File: src/rtl/pipe_hazard_ctrl_pkg.sv
// Shared types and constants for the pipeline stall/flush sequencer.
package pipe_ctrl_pkg;

    typedef logic [1:0] bubble_t;

    localparam bubble_t BUB_PASS  = 2'b00;
    localparam bubble_t BUB_STALL = 2'b01;
    localparam bubble_t BUB_FLUSH = 2'b10;

    localparam logic [4:0] REG_ZERO = 5'd0;

    // Wide enough for MULT_CYCLES-2 with MULT_CYCLES up to 15.
    localparam int MCNT_W = 4;

    typedef enum logic {
        RUN,
        MULT_WAIT
    } state_t;

endpackage

File: src/rtl/pipe_hazard_ctrl_if.sv
// Pipeline-to-hazard-controller signal bundle; master is the pipeline, slave is the controller.
interface pipe_hazard_ctrl_if #(
    parameter int CNT_W = 16
);
    logic [4:0]       rs_id;
    logic [4:0]       rt_id;
    logic             use_rs_id;
    logic             use_rt_id;
    logic [4:0]       rw_ex;
    logic             RegWr_ex;
    logic             MemtoReg_ex;
    logic             mult_ex;
    logic             taken_mem;

    logic             pc_write;
    logic             ifid_hold;
    logic             idex_hold;
    logic [1:0]       ifid_bubbles;
    logic [1:0]       idex_bubbles;
    logic [1:0]       exmem_bubbles;
    logic [1:0]       memwb_bubbles;
    logic [CNT_W-1:0] stall_cnt;
    logic [CNT_W-1:0] flush_cnt;

    modport master (
        output rs_id, rt_id, use_rs_id, use_rt_id, rw_ex, RegWr_ex, MemtoReg_ex,
               mult_ex, taken_mem,
        input  pc_write, ifid_hold, idex_hold, ifid_bubbles, idex_bubbles,
               exmem_bubbles, memwb_bubbles, stall_cnt, flush_cnt
    );

    modport slave (
        input  rs_id, rt_id, use_rs_id, use_rt_id, rw_ex, RegWr_ex, MemtoReg_ex,
               mult_ex, taken_mem,
        output pc_write, ifid_hold, idex_hold, ifid_bubbles, idex_bubbles,
               exmem_bubbles, memwb_bubbles, stall_cnt, flush_cnt
    );

endinterface

File: src/rtl/pipe_hazard_ctrl_hazard_detect.sv
// Load-use comparator: a load in EX whose destination feeds the instruction in ID.
module hazard_detect
    import pipe_ctrl_pkg::*;
(
    input  logic [4:0] rs_id_i,
    input  logic [4:0] rt_id_i,
    input  logic       use_rs_id_i,
    input  logic       use_rt_id_i,
    input  logic [4:0] rw_ex_i,
    input  logic       RegWr_ex_i,
    input  logic       MemtoReg_ex_i,
    output logic       stall_req_o
);

    logic load_in_ex;
    logic rs_match;
    logic rt_match;

    // $0 is hardwired, so a load targeting it can never create a dependency.
    assign load_in_ex  = MemtoReg_ex_i & RegWr_ex_i & (rw_ex_i != REG_ZERO);
    assign rs_match    = use_rs_id_i & (rs_id_i == rw_ex_i);
    assign rt_match    = use_rt_id_i & (rt_id_i == rw_ex_i);
    assign stall_req_o = load_in_ex & (rs_match | rt_match);

endmodule

File: src/rtl/pipe_hazard_ctrl.sv
// Stall/flush sequencer: Mealy control outputs, registered FSM, mult counter and stats.
module pipe_hazard_ctrl
    import pipe_ctrl_pkg::*;
#(
    parameter int MULT_CYCLES = 4,
    parameter int CNT_W       = 16
) (
    input logic               clk,
    input logic               reset,
    pipe_hazard_ctrl_if.slave bus
);

    localparam bit               MULT_STALLS = (MULT_CYCLES > 1);
    localparam logic [MCNT_W-1:0] MCNT_INIT  =
        MULT_STALLS ? MCNT_W'(MULT_CYCLES - 2) : '0;

    state_t            state_q, state_d;
    logic [MCNT_W-1:0] mcnt_q, mcnt_d;
    logic [CNT_W-1:0]  stall_cnt_q, stall_cnt_d;
    logic [CNT_W-1:0]  flush_cnt_q, flush_cnt_d;

    logic    pc_write;
    logic    ifid_hold;
    logic    idex_hold;
    bubble_t ifid_bub;
    bubble_t idex_bub;
    bubble_t exmem_bub;
    bubble_t memwb_bub;
    logic    flush_evt;
    logic    stall_req;

    hazard_detect u_hazard_detect (
        .rs_id_i       (bus.rs_id),
        .rt_id_i       (bus.rt_id),
        .use_rs_id_i   (bus.use_rs_id),
        .use_rt_id_i   (bus.use_rt_id),
        .rw_ex_i       (bus.rw_ex),
        .RegWr_ex_i    (bus.RegWr_ex),
        .MemtoReg_ex_i (bus.MemtoReg_ex),
        .stall_req_o   (stall_req)
    );

    always_comb begin
        // NOTE: every output gets a default first so no path leaves one unassigned (no latch).
        pc_write  = 1'b1;
        ifid_hold = 1'b0;
        idex_hold = 1'b0;
        ifid_bub  = BUB_PASS;
        idex_bub  = BUB_PASS;
        exmem_bub = BUB_PASS;
        memwb_bub = BUB_PASS;
        state_d   = state_q;
        mcnt_d    = mcnt_q;
        flush_evt = 1'b0;

        if (reset) begin
            pc_write  = 1'b0;
            ifid_bub  = BUB_FLUSH;
            idex_bub  = BUB_FLUSH;
            exmem_bub = BUB_FLUSH;
            memwb_bub = BUB_FLUSH;
        end else if (bus.taken_mem) begin
            // A redirect kills everything younger than MEM, including a mult in flight.
            ifid_bub  = BUB_FLUSH;
            idex_bub  = BUB_FLUSH;
            exmem_bub = BUB_FLUSH;
            state_d   = RUN;
            mcnt_d    = '0;
            flush_evt = 1'b1;
        end else if (state_q == MULT_WAIT) begin
            if (mcnt_q != '0) begin
                pc_write  = 1'b0;
                ifid_hold = 1'b1;
                idex_hold = 1'b1;
                exmem_bub = BUB_STALL;
                mcnt_d    = mcnt_q - 1'b1;
            end else begin
                state_d = RUN;
            end
        end else if (bus.mult_ex && MULT_STALLS) begin
            pc_write  = 1'b0;
            ifid_hold = 1'b1;
            idex_hold = 1'b1;
            exmem_bub = BUB_STALL;
            mcnt_d    = MCNT_INIT;
            state_d   = MULT_WAIT;
        end else if (stall_req) begin
            pc_write  = 1'b0;
            ifid_hold = 1'b1;
            idex_bub  = BUB_STALL;
        end
    end

    // Statistics saturate at all-ones rather than wrapping.
    always_comb begin
        stall_cnt_d = stall_cnt_q;
        flush_cnt_d = flush_cnt_q;
        if (!pc_write && (stall_cnt_q != '1)) stall_cnt_d = stall_cnt_q + 1'b1;
        if (flush_evt && (flush_cnt_q != '1)) flush_cnt_d = flush_cnt_q + 1'b1;
    end

    // NOTE: sequential state uses non-blocking assignments so all registers update together.
    always_ff @(posedge clk) begin
        if (reset) begin
            state_q     <= RUN;
            mcnt_q      <= '0;
            stall_cnt_q <= '0;
            flush_cnt_q <= '0;
        end else begin
            state_q     <= state_d;
            mcnt_q      <= mcnt_d;
            stall_cnt_q <= stall_cnt_d;
            flush_cnt_q <= flush_cnt_d;
        end
    end

    assign bus.pc_write      = pc_write;
    assign bus.ifid_hold     = ifid_hold;
    assign bus.idex_hold     = idex_hold;
    assign bus.ifid_bubbles  = ifid_bub;
    assign bus.idex_bubbles  = idex_bub;
    assign bus.exmem_bubbles = exmem_bub;
    assign bus.memwb_bubbles = memwb_bub;
    assign bus.stall_cnt     = stall_cnt_q;
    assign bus.flush_cnt     = flush_cnt_q;

endmodule
File: src/flat_wrapper.sv
// flat-port wrapper written by rule: the top's interface ports become plain ports
module pipe_hazard_ctrl_flat import pipe_ctrl_pkg::*;
#(
    parameter int MULT_CYCLES = 4,
    parameter int CNT_W       = 16
)
  (clk, reset, bus_rs_id, bus_rt_id, bus_use_rs_id, bus_use_rt_id, bus_rw_ex, bus_RegWr_ex, bus_MemtoReg_ex, bus_mult_ex, bus_taken_mem, bus_pc_write, bus_ifid_hold, bus_idex_hold, bus_ifid_bubbles, bus_idex_bubbles, bus_exmem_bubbles, bus_memwb_bubbles, bus_stall_cnt, bus_flush_cnt);
  pipe_hazard_ctrl_if #(.CNT_W(CNT_W)) bus_i ();
  input logic clk;
  input logic reset;
  input wire logic [$bits(bus_i.rs_id)-1:0] bus_rs_id;
  input wire logic [$bits(bus_i.rt_id)-1:0] bus_rt_id;
  input wire logic [$bits(bus_i.use_rs_id)-1:0] bus_use_rs_id;
  input wire logic [$bits(bus_i.use_rt_id)-1:0] bus_use_rt_id;
  input wire logic [$bits(bus_i.rw_ex)-1:0] bus_rw_ex;
  input wire logic [$bits(bus_i.RegWr_ex)-1:0] bus_RegWr_ex;
  input wire logic [$bits(bus_i.MemtoReg_ex)-1:0] bus_MemtoReg_ex;
  input wire logic [$bits(bus_i.mult_ex)-1:0] bus_mult_ex;
  input wire logic [$bits(bus_i.taken_mem)-1:0] bus_taken_mem;
  output wire logic [$bits(bus_i.pc_write)-1:0] bus_pc_write;
  output wire logic [$bits(bus_i.ifid_hold)-1:0] bus_ifid_hold;
  output wire logic [$bits(bus_i.idex_hold)-1:0] bus_idex_hold;
  output wire logic [$bits(bus_i.ifid_bubbles)-1:0] bus_ifid_bubbles;
  output wire logic [$bits(bus_i.idex_bubbles)-1:0] bus_idex_bubbles;
  output wire logic [$bits(bus_i.exmem_bubbles)-1:0] bus_exmem_bubbles;
  output wire logic [$bits(bus_i.memwb_bubbles)-1:0] bus_memwb_bubbles;
  output wire logic [$bits(bus_i.stall_cnt)-1:0] bus_stall_cnt;
  output wire logic [$bits(bus_i.flush_cnt)-1:0] bus_flush_cnt;
  assign bus_i.rs_id = bus_rs_id;
  assign bus_i.rt_id = bus_rt_id;
  assign bus_i.use_rs_id = bus_use_rs_id;
  assign bus_i.use_rt_id = bus_use_rt_id;
  assign bus_i.rw_ex = bus_rw_ex;
  assign bus_i.RegWr_ex = bus_RegWr_ex;
  assign bus_i.MemtoReg_ex = bus_MemtoReg_ex;
  assign bus_i.mult_ex = bus_mult_ex;
  assign bus_i.taken_mem = bus_taken_mem;
  assign bus_pc_write = bus_i.pc_write;
  assign bus_ifid_hold = bus_i.ifid_hold;
  assign bus_idex_hold = bus_i.idex_hold;
  assign bus_ifid_bubbles = bus_i.ifid_bubbles;
  assign bus_idex_bubbles = bus_i.idex_bubbles;
  assign bus_exmem_bubbles = bus_i.exmem_bubbles;
  assign bus_memwb_bubbles = bus_i.memwb_bubbles;
  assign bus_stall_cnt = bus_i.stall_cnt;
  assign bus_flush_cnt = bus_i.flush_cnt;
  pipe_hazard_ctrl #(.MULT_CYCLES(MULT_CYCLES), .CNT_W(CNT_W)) u_core (.clk(clk), .reset(reset), .bus(bus_i));
endmodule
File: config.mk
export PLATFORM = sky130hd
export DESIGN_NAME = pipe_hazard_ctrl_flat
export DESIGN_NICKNAME = d
export VERILOG_FILES = /design/src/rtl/pipe_hazard_ctrl_pkg.sv /design/src/rtl/pipe_hazard_ctrl_if.sv /design/src/rtl/pipe_hazard_ctrl_hazard_detect.sv /design/src/rtl/pipe_hazard_ctrl.sv /design/src/flat_wrapper.sv
export SDC_FILE = /design/constraint.sdc
export NUM_CORES = 1
export LEC_CHECK = 0
export CORE_ASPECT_RATIO = 0.75
export CORE_MARGIN = 1
export CORE_UTILIZATION = 47
export CTS_BUF_LIST = sky130_fd_sc_hd__clkbuf_4 sky130_fd_sc_hd__clkbuf_8
export DETAILED_ROUTE_END_ITERATION = 6
export GPL_TIMING_DRIVEN = 0
export HOLD_SLACK_MARGIN = 0.06
export PLACE_DENSITY = 0.89
export SETUP_SLACK_MARGIN = 0.4
export SYNTH_ARGS = -nofsm -noshare
export SYNTH_HDL_FRONTEND = slang
export SYNTH_SLANG_ARGS = --single-unit
export TNS_END_PERCENT = 20
File: constraint.sdc
create_clock -name clk -period 4 [get_ports clk]
set_input_delay 1.2 -clock clk [delete_from_list [all_inputs] [get_ports clk]]
set_output_delay 1.2 -clock clk [all_outputs]
set_load 0.01 [all_outputs]
* Yosys cells after proc, flatten, opt, wreduce, memory -nomap -nowiden
Cells that the tools add are included.
Word-level totals: register bits after elaboration 37, input bits 23, output and inout port bits 43
Operators by class: $add $sub $neg 3, eq/ne operators 5, mux-type cells 34, bitwise logic cells 6, reduce and logical (&&, ||, !) cells 8
Operators by type and width (count):
- $add 16x1->16 const B | 2
- $ne 16x16->1 const B | 2
- $mux 1 | 21
- $mux 2 | 10
- $mux 4 | 3
- $eq 5x5->1 | 2
- $and 1x1->1 | 5
- $reduce_bool 5->1 | 1
- $reduce_bool 4->1 | 1
- $sub 4x1->4 const B | 1
- $logic_and 1x1->1 | 2
- $ne 2x2->1 const B | 1
- $reduce_and 2->1 | 1
- $reduce_bool 2->1 | 1
- $reduce_or 2->1 | 1
- $logic_not 1->1 | 1
- $or 1x1->1 | 1

* Logic depth before layout (Yosys ltp)
Gate-level depths: netlist of run 1.
depth in word-level cells 11, depth in mapped cells 9, gate-level depth less buffers 8

* Hierarchy
A second synthesis of run 1 with hierarchy kept.
Second synthesis, totals: cells, all modules 249, area, all modules 2152.1 µm²
Modules (own cells, without submodules):
- pipe_hazard_ctrl | instances 1, cells each 232, area an instance 2016.9 µm², sequential area each 740.7 µm²
- hazard_detect | instances 1, cells each 17, area an instance 135.1 µm², sequential area each 0.0 µm²

* Worst setup path before layout of run 1
OpenSTA, ideal clock, no wires.
path type input to output, from input bus_rw_ex[1], to output bus_pc_write, data arrival time 2.645 ns, required time 2.800 ns, slack 0.155 ns, stages on the path 6, path buffers 1, cells stage by stage or4_1 o211ai_2 nor2_1 a21oi_4 buf_2 nor2b_1
On the way: cells in the longest elaborated chain, start to end 9, elaborated cells on any way between the ends 13, classes of those cells eq/ne: 2; mux: 5; bitwise: 5; reduce/logical: 1
RTL lines:
- start: declaration | line flat_wrapper.sv:15 | input wire logic [$bits(bus_i.rw_ex)-1:0] bus_rw_ex;
- $eq 5x5->1, on equally long branches | line pipe_hazard_ctrl_hazard_detect.sv:21, pipe_hazard_ctrl_hazard_detect.sv:22
- $and 1x1->1, on equally long branches | line pipe_hazard_ctrl_hazard_detect.sv:21, pipe_hazard_ctrl_hazard_detect.sv:22
- $or 1x1->1 | line pipe_hazard_ctrl_hazard_detect.sv:23 | assign stall_req_o = load_in_ex & (rs_match | rt_match);
- $and 1x1->1 (*) | line pipe_hazard_ctrl_hazard_detect.sv:23
- $mux 1 (*) | line pipe_hazard_ctrl.sv:87 | end else if (stall_req) begin
- $mux 1 (*) | line pipe_hazard_ctrl.sv:80 | end else if (bus.mult_ex && MULT_STALLS) begin
- $mux 1 (*) | line pipe_hazard_ctrl.sv:70 | end else if (state_q == MULT_WAIT) begin
- $mux 1 (*) | line pipe_hazard_ctrl.sv:62 | end else if (bus.taken_mem) begin
- $mux 1 (*) | line pipe_hazard_ctrl.sv:56 | if (reset) begin
- end: declaration | line flat_wrapper.sv:20 | output wire logic [$bits(bus_i.pc_write)-1:0] bus_pc_write;
Every way passes the cells marked *; elsewhere a longest branch is shown, timed or not.

* Worst setup path in the final report of run 1
from input bus_rw_ex[2], to output bus_pc_write
The elaborated chain is that of the path after synthesis.

==> impl_metrics.py, run 1 <==
metrics = {
    "status": {
        "status": "completed",
    },
    "floorplan": {
        "die_y_um": 58.0,
        "ios": 66,
        "die_width_um": 76.7,
        "core_area_mm2": 0.00383,
        "rows": 19,
        "dieArea_mm2": 0.00445,
        "initial_core_util": 0.514,
    },
    "detailed_routing": {
        "dr_wl_met3_um": 352,
        "wl_met2_um": 2350,
        "wl_um": 5210,
        "drtIter0Drc": 164,
        "post_drt_wl_per_cell_um": 14.4,
        "vias": 1941,
        "ant_nets": 0,
        "dr.pass1.iters": 7,
        "drc": 0,
        "wl_met1_um": 2410,
        "top_layer_used": "met4",
        "via_per_inst": 5.36,
    },
    "power_and_ir_drop": {
        "p_int_mw": 0.558,
        "static-leakage-power_nw": 1.05,
        "seqPwrFrac": 0.510,
        "power_mw": 0.743,
        "p_clk_frac": 0.346,
        "swShare": 0.248,
        "power_density_mw_per_mm2": 264,
        "ir_drop_uv": 191,
        "pwr-share-comb": 0.143,
        "switching_power_mw": 0.184,
    },
    "global_route": {
        "grt_pass1_vias": 1818,
        "grt_max_degree": 12,
        "grt_overflow": 0,
        "grt_pass1_wl_um": 8740,
        "antenna_found_initial": 0,
        "grt_util_all_layers": 0.251,
    },
    "placed_design": {
        "placed_cell_area_mm2": 0.00268,
        "portBuffers": 62,
        "place_hpwl_um": 3660,
        "dp_slack_ps": -869,
        "gp_congestion": 0.857,
    },
    "yosys": {
        "ys_async_sr_fraction": 0,
        "syn-cell-area_mm2": 0.00197,
        "synth_edf_count": 0,
        "synth_commonest_cells": "42 x nor2_1, 37 x dfxtp_1, 25 x xnor2_1, 14 x nand2_1, 14 x nand3_1",
        "synth.top_cell.area_share": 0.377,
        "synth_flop_cell": "dfxtp_1",
        "yosys_warnings": 0,
        "yosys.area.top_type": "dfxtp_1",
        "synth.avg_cell_area_um2": 8.48,
        "synth_seq_area_share": 0.377,
        "ys_seq_elements": 37,
        "synth.most_common_cell": "nor2_1",
        "yosysUniqueCellTypes": 43,
        "netlist_top_cells_area": "dfxtp_1 38%, xnor2_1 11%, nor2_1 8.0%",
        "syn_inst": 232,
    },
    "timing": {
        "period_minus_slack_ps": 3830,
        "setup_viol": 0,
        "fmax_ghz": 0.261,
        "fin_skew_ps": 6.53,
        "period_share": 0.959,
        "fin_ws_ps": 165,
        "setup_tns_ps": 0,
        "hold-worst-slack_ps": 522,
        "max_slew.worst_pin.slew_ps": 604,
        "rsz0062_at_grt": "true",
        "maxSlewViolCount": 0,
        "hold_viol": 0,
        "slew_headroom": 0.596,
    },
    "hold_path": {
        "hp-class": "flop to flop",
    },
    "setup_path": {
        "cp_max_fo": 4,
        "path_class": "input port to output pin",
        "cp_data_arrival_time_ps": 2630,
        "critical_path_required_ps": 2800,
        "cp-start-kind": "input port",
        "end_kind": "output pin",
    },
    "clocking": {
        "hold_buffers": 0,
        "cts_buffers": 5,
        "cts_tree": "yes",
        "htreeDepth": 2,
        "insertion_delay_ps": 290,
        "clock_path_buffers": 2,
        "clk_pin_slew_worst_paths_ps": 70,
        "cts_sinks": 37,
        "clockRootBuffer": "clkbuf_8",
    },
    "layout": {
        "drive_above_1_share": 0.148,
        "design_area_mm2": 0.00282,
        "fin_nets": 336,
        "insertedDiodeCount": 0,
        "syn2layout_area_growth_pct": 43.1,
    },
    "flow_run": {
        "cap_violations": 0,
    },
}
## cells in the final DEF (no fill, tap or decap), types with 2 or more instances in the layout
cell / Yosys / layout
clkbuf_1: 4 / 3
nor2_2: 0 / 3
nand2_1: 14 / 14
nor3_1: 7 / 7
buf_6: 0 / 3
nor2_1: 42 / 39
nor4_1: 6 / 6
and3_1: 4 / 4
nand4_1: 9 / 9
a21oi_1: 3 / 3
xor2_1: 11 / 11
and4_1: 4 / 4
a31o_2: 2 / 2
o21ai_0: 2 / 2
conb_1: 1 / 2
and2_1: 2 / 2
nand3_1: 14 / 14
xnor2_1: 25 / 25
inv_1: 2 / 2
mux2i_1: 2 / 2
clkdlybuf4s50_1: 0 / 42
dlygate4sd2_1: 0 / 13
clkinv_2: 0 / 2
buf_2: 3 / 5
buf_4: 6 / 13
clkbuf_8: 0 / 5
nor2b_1: 5 / 4
a31oi_1: 3 / 3
dfxtp_1: 37 / 37
ha_1: 4 / 4
## final timing paths
| path | from | endpoint | slack (ps) | depth (start not counted) |
|---|---|---|---|---|
| worst max-delay path | bus_rw_ex[2] | bus_pc_write | 170 | 8 |
| worst min-delay path | u_core.mcnt_q[3] | u_core.mcnt_q[3] | 520 | 2 |
| worst max register to register | u_core.mcnt_q[0] | u_core.bus.stall_cnt[11] | 1650 | 10 |
| worst min register to register | u_core.mcnt_q[3] | u_core.mcnt_q[3] | 520 | 2 |
## per-layer routing
| metal | vias to the layer above | GRT usage |
|---|---|---|
| met2 | 83 | 0.394 |
| li1 | 956 | - |
| met3 | 14 | 0.0472 |
| met4 | 0 | 0.0907 |
| met1 | 888 | 0.348 |
| met5 | - | 0 |
## cells by family (layout without fill, tap and decap cells)
logic type                 after synthesis  in the layout  synth area share
AOI/OAI and AO/OA                       18             18            0.0681
DFF                                     37             37             0.377
buffers and inverters                   15             92            0.0420
xor gates and xnor gates                36             36             0.160
muxes                                    4              4            0.0235
adders and majority gates                4              4            0.0254
and+or+nand+nor                        117            117             0.302
other                                    1              2           0.00191
## through the flow
stage / instances / utilization
6_report: 362 / 0.736
5_1_grt: 362 / 0.736
4_1_cts: 361 / 0.730
3_5_place_dp: 347 / 0.699
3_3_place_gp: 347 / 0.699
2_1_floorplan: 233 / -
## power by group through the flow
stage	sequential (mW)	combinational [mW]	clock, mW
2_1_floorplan	0.387	0.0501	0
3_3_place_gp	0.387	0.0977	0
3_5_place_dp	0.387	0.100	0
4_1_cts	0.379	0.103	0.263
5_1_grt	0.379	0.116	0.279
6_report	0.379	0.107	0.257
## registers in the layout, summed over array words and instances (netlist names)
name,count
u_core.bus.flush_cnt,16
u_core.bus.stall_cnt,16
u_core.mcnt_q,4
u_core.state_q,1
## critical path, cell delays in order
cell and delay, ps:
buf_8 90, or4_4 540, o211ai_4 180, nor2_2 70, a21oi_4 160, buf_6 140, nor2b_4 150, buf_6 110
## final cells by class
class,instances,area (um^2)
flip-flops and latches,37,741
inverters,2,7.51
repair buffers,69,652
clock buffers,6,76.3
plain buffers,13,82.6
clock inverters,2,10.0
multi-input cells,181,1180
fillers,285,1010
well taps,52,65.1
## what timing repair did
item	4_1_cts	5_1_grt
gates resized for setup	46	3
endpoints found under the hold margin	0	0
pin swaps	14	3
setup endpoints to repair	8	8
setup buffers	6	1
(Power assumes the default switching activity.)
==> run 2, diff against run 1 <==
--- a/config.mk
+++ b/config.mk
@@ -7,10 +7,12 @@
 export LEC_CHECK = 0
+export CAP_MARGIN = 20
 export CORE_ASPECT_RATIO = 0.75
 export CORE_MARGIN = 1
-export CORE_UTILIZATION = 47
+export CORE_UTILIZATION = 60
 export CTS_BUF_LIST = sky130_fd_sc_hd__clkbuf_4 sky130_fd_sc_hd__clkbuf_8
 export DETAILED_ROUTE_END_ITERATION = 6
+export DONT_BUFFER_PORTS = 1
 export GPL_TIMING_DRIVEN = 0
 export HOLD_SLACK_MARGIN = 0.06
-export PLACE_DENSITY = 0.89
+export PLACE_DENSITY = 0.83
 export SETUP_SLACK_MARGIN = 0.4
--- a/constraint.sdc
+++ b/constraint.sdc
@@ -3,2 +3,2 @@
 set_output_delay 1.2 -clock clk [all_outputs]
-set_load 0.01 [all_outputs]
+set_load 0.005 [all_outputs]
==> run 2 against run 1 <==
Against the previous run:
- clock power is 6% higher
- clock skew is 2.9 ps lower
- non-clock buffer count shrank 65
- first-iteration DRC count down 49%
- worst hold slack got worse by 25 ps
- critical path depth is 2 lower
- global-route usage grew 0.94 points
- design area down 23%
- largest power group unchanged
- power is 3.9% lower
- worst setup slack improved by 200 ps
- register-to-register slack improved by 50 ps
- combinational power is 42% lower
==> impl_metrics.py, run 2 (synthesis results as in run 1) <==
metrics = {
    "status": {
        "status": "completed",
    },
    "clocking": {
        "cts_sinks": 37,
        "insertion_delay_ps": 290,
        "clockRootBuffer": "clkbuf_8",
        "cts_buffers": 5,
        "ctsResizeCount": 0,
        "clock_path_buffers": 2,
        "htreeDepth": 2,
        "clk_pin_slew_worst_paths_ps": 70,
        "cts_tree": "yes",
        "hold_buffers": 0,
    },
    "timing": {
        "hold_viol": 0,
        "fin_skew_ps": 3.59,
        "slew_headroom": 0.623,
        "setup_viol": 0,
        "fmax_ghz": 0.275,
        "rsz0062_at_grt": "true",
        "period_share": 0.908,
        "period_minus_slack_ps": 3630,
        "maxSlewViolCount": 0,
        "setup_tns_ps": 0,
        "max_slew.worst_pin.slew_ps": 562,
    },
    "layout": {
        "fillers": 236,
        "layout_common_cells": "41 x nor2_1, 37 x dfxtp_1, 25 x xnor2_1",
        "final_common_cell": "nor2_1",
        "design_area_mm2": 0.00216,
        "register_area_um2": 741,
        "drive_above_1_share": 0.131,
        "multi_input_area_mm2": 0.00116,
        "fin_nets": 271,
        "insertedDiodeCount": 0,
        "syn2layout_area_growth_pct": 9.73,
    },
    "detailed_routing": {
        "drtIter0Drc": 83,
        "post_drt_wl_per_cell_um": 15.0,
        "drc": 0,
        "ant_nets": 0,
        "via_per_inst": 5.92,
        "vias": 1669,
        "dr.pass1.iters": 4,
        "wl_um": 4230,
    },
    "floorplan": {
        "die_width_um": 68.1,
        "die_y_um": 51.6,
        "dieArea_mm2": 0.00351,
        "core_area_mm2": 0.00302,
        "initial_core_util": 0.651,
        "ios": 66,
        "rows": 17,
    },
    "hold_path": {
        "hp-class": "flop to flop",
    },
    "placed_design": {
        "place_hpwl_um": 3040,
        "gp_congestion": 0.791,
        "placed_cell_area_mm2": 0.00204,
        "portBuffers": 0,
    },
    "setup_path": {
        "cp_data_arrival_time_ps": 2430,
        "path_class": "input port to output pin",
        "critical_path_required_ps": 2800,
        "cp_max_fo": 3,
        "end_kind": "output pin",
        "cp-start-kind": "input port",
    },
    "global_route": {
        "grt_max_degree": 11,
        "grt_pass1_wl_um": 6680,
        "grt_util_all_layers": 0.261,
        "antenna_found_initial": 0,
        "grt_pass1_vias": 1448,
        "grt_overflow": 0,
    },
    "power_and_ir_drop": {
        "static-leakage-power_nw": 0.757,
        "p_clk_frac": 0.381,
        "power_density_mw_per_mm2": 331,
        "ir_drop_uv": 178,
        "p_int_mw": 0.547,
        "switching_power_mw": 0.167,
        "pwr-share-comb": 0.087,
        "swShare": 0.233,
        "seqPwrFrac": 0.531,
    },
    "flow_run": {
        "cap_violations": 0,
    },
}
## run 2: changes by cell type in the layout (fill, tap and decap cells not counted), moves of 2 or more
cell	change
nor2_1	+2
buf_6	-2
buf_2	-3
clkdlybuf4s50_1	-42
dlygate4sd2_1	-13
nor2_2	-2
buf_4	-3
clkinv_2	-2
## run 2: cell type report
cell class | instances | share of cell area
Multi-Input combinational cell | 181 | 0.538
Clock buffer | 7 | 0.0417
Tap cell | 38 | 0.0220
Buffer | 13 | 0.0377
Inverter | 2 | 0.00348
Sequential cell | 37 | 0.343
Timing Repair Buffer | 4 | 0.0139
## run 2: repair_timing
| item | 4_1_cts | 5_1_grt |
|---|---|---|
| setup endpoints to repair | 2 | 2 |
| setup buffers | 4 | 0 |
| cloned | 0 | 0 |
| endpoints found under the hold margin | 0 | 0 |
| pin swaps | 2 | 2 |
## run 2: through the flow
stage | hold slack [ps] | util | total power, mW | std cells | setup slack [ps]
finish | 498 | 0.715 | 0.714 | 282 | 370
global route | 532 | 0.715 | 0.739 | 282 | 336
CTS | 501 | 0.715 | 0.713 | 282 | 369
detailed placement | 488 | 0.675 | 0.445 | 271 | 154
global placement | 483 | 0.675 | 0.443 | 271 | 186
floorplan | 463 | - | 0.434 | 233 | 326
## run 2: routing by layer
metal / global-route usage / part of all wire
met1: 0.329 / 0.46
met2: 0.389 / 0.43
met3: 0.103 / 0.084
met4: 0.111 / 0.021
met5: 0 / 0
## run 2: power groups by stage
stage / Clock, mW / Combinational (mW) / Sequential, mW
after floorplan: 0 / 0.0479 / 0.386
after global placement: 0 / 0.0550 / 0.388
after detailed placement: 0 / 0.0571 / 0.388
after CTS: 0.271 / 0.0619 / 0.379
after global routing: 0.291 / 0.0683 / 0.380
final: 0.272 / 0.0624 / 0.379
## run 2: worst paths after layout
check | startpoint | end | slack, ps | cells after the start
worst max-delay path | bus_rw_ex[1] | bus_pc_write | 370 | 6
worst min-delay path | u_core.mcnt_q[3] | u_core.mcnt_q[3] | 500 | 2
worst max register to register | u_core.bus.stall_cnt[3] | u_core.bus.stall_cnt[7] | 1700 | 8
worst min register to register | u_core.mcnt_q[3] | u_core.mcnt_q[3] | 500 | 2
## run 2: critical path: stages
cell and delay (ps):
or4_4 510, o211ai_2 220, nor2_2 70, a21oi_4 170, buf_6 130, nor2b_4 130
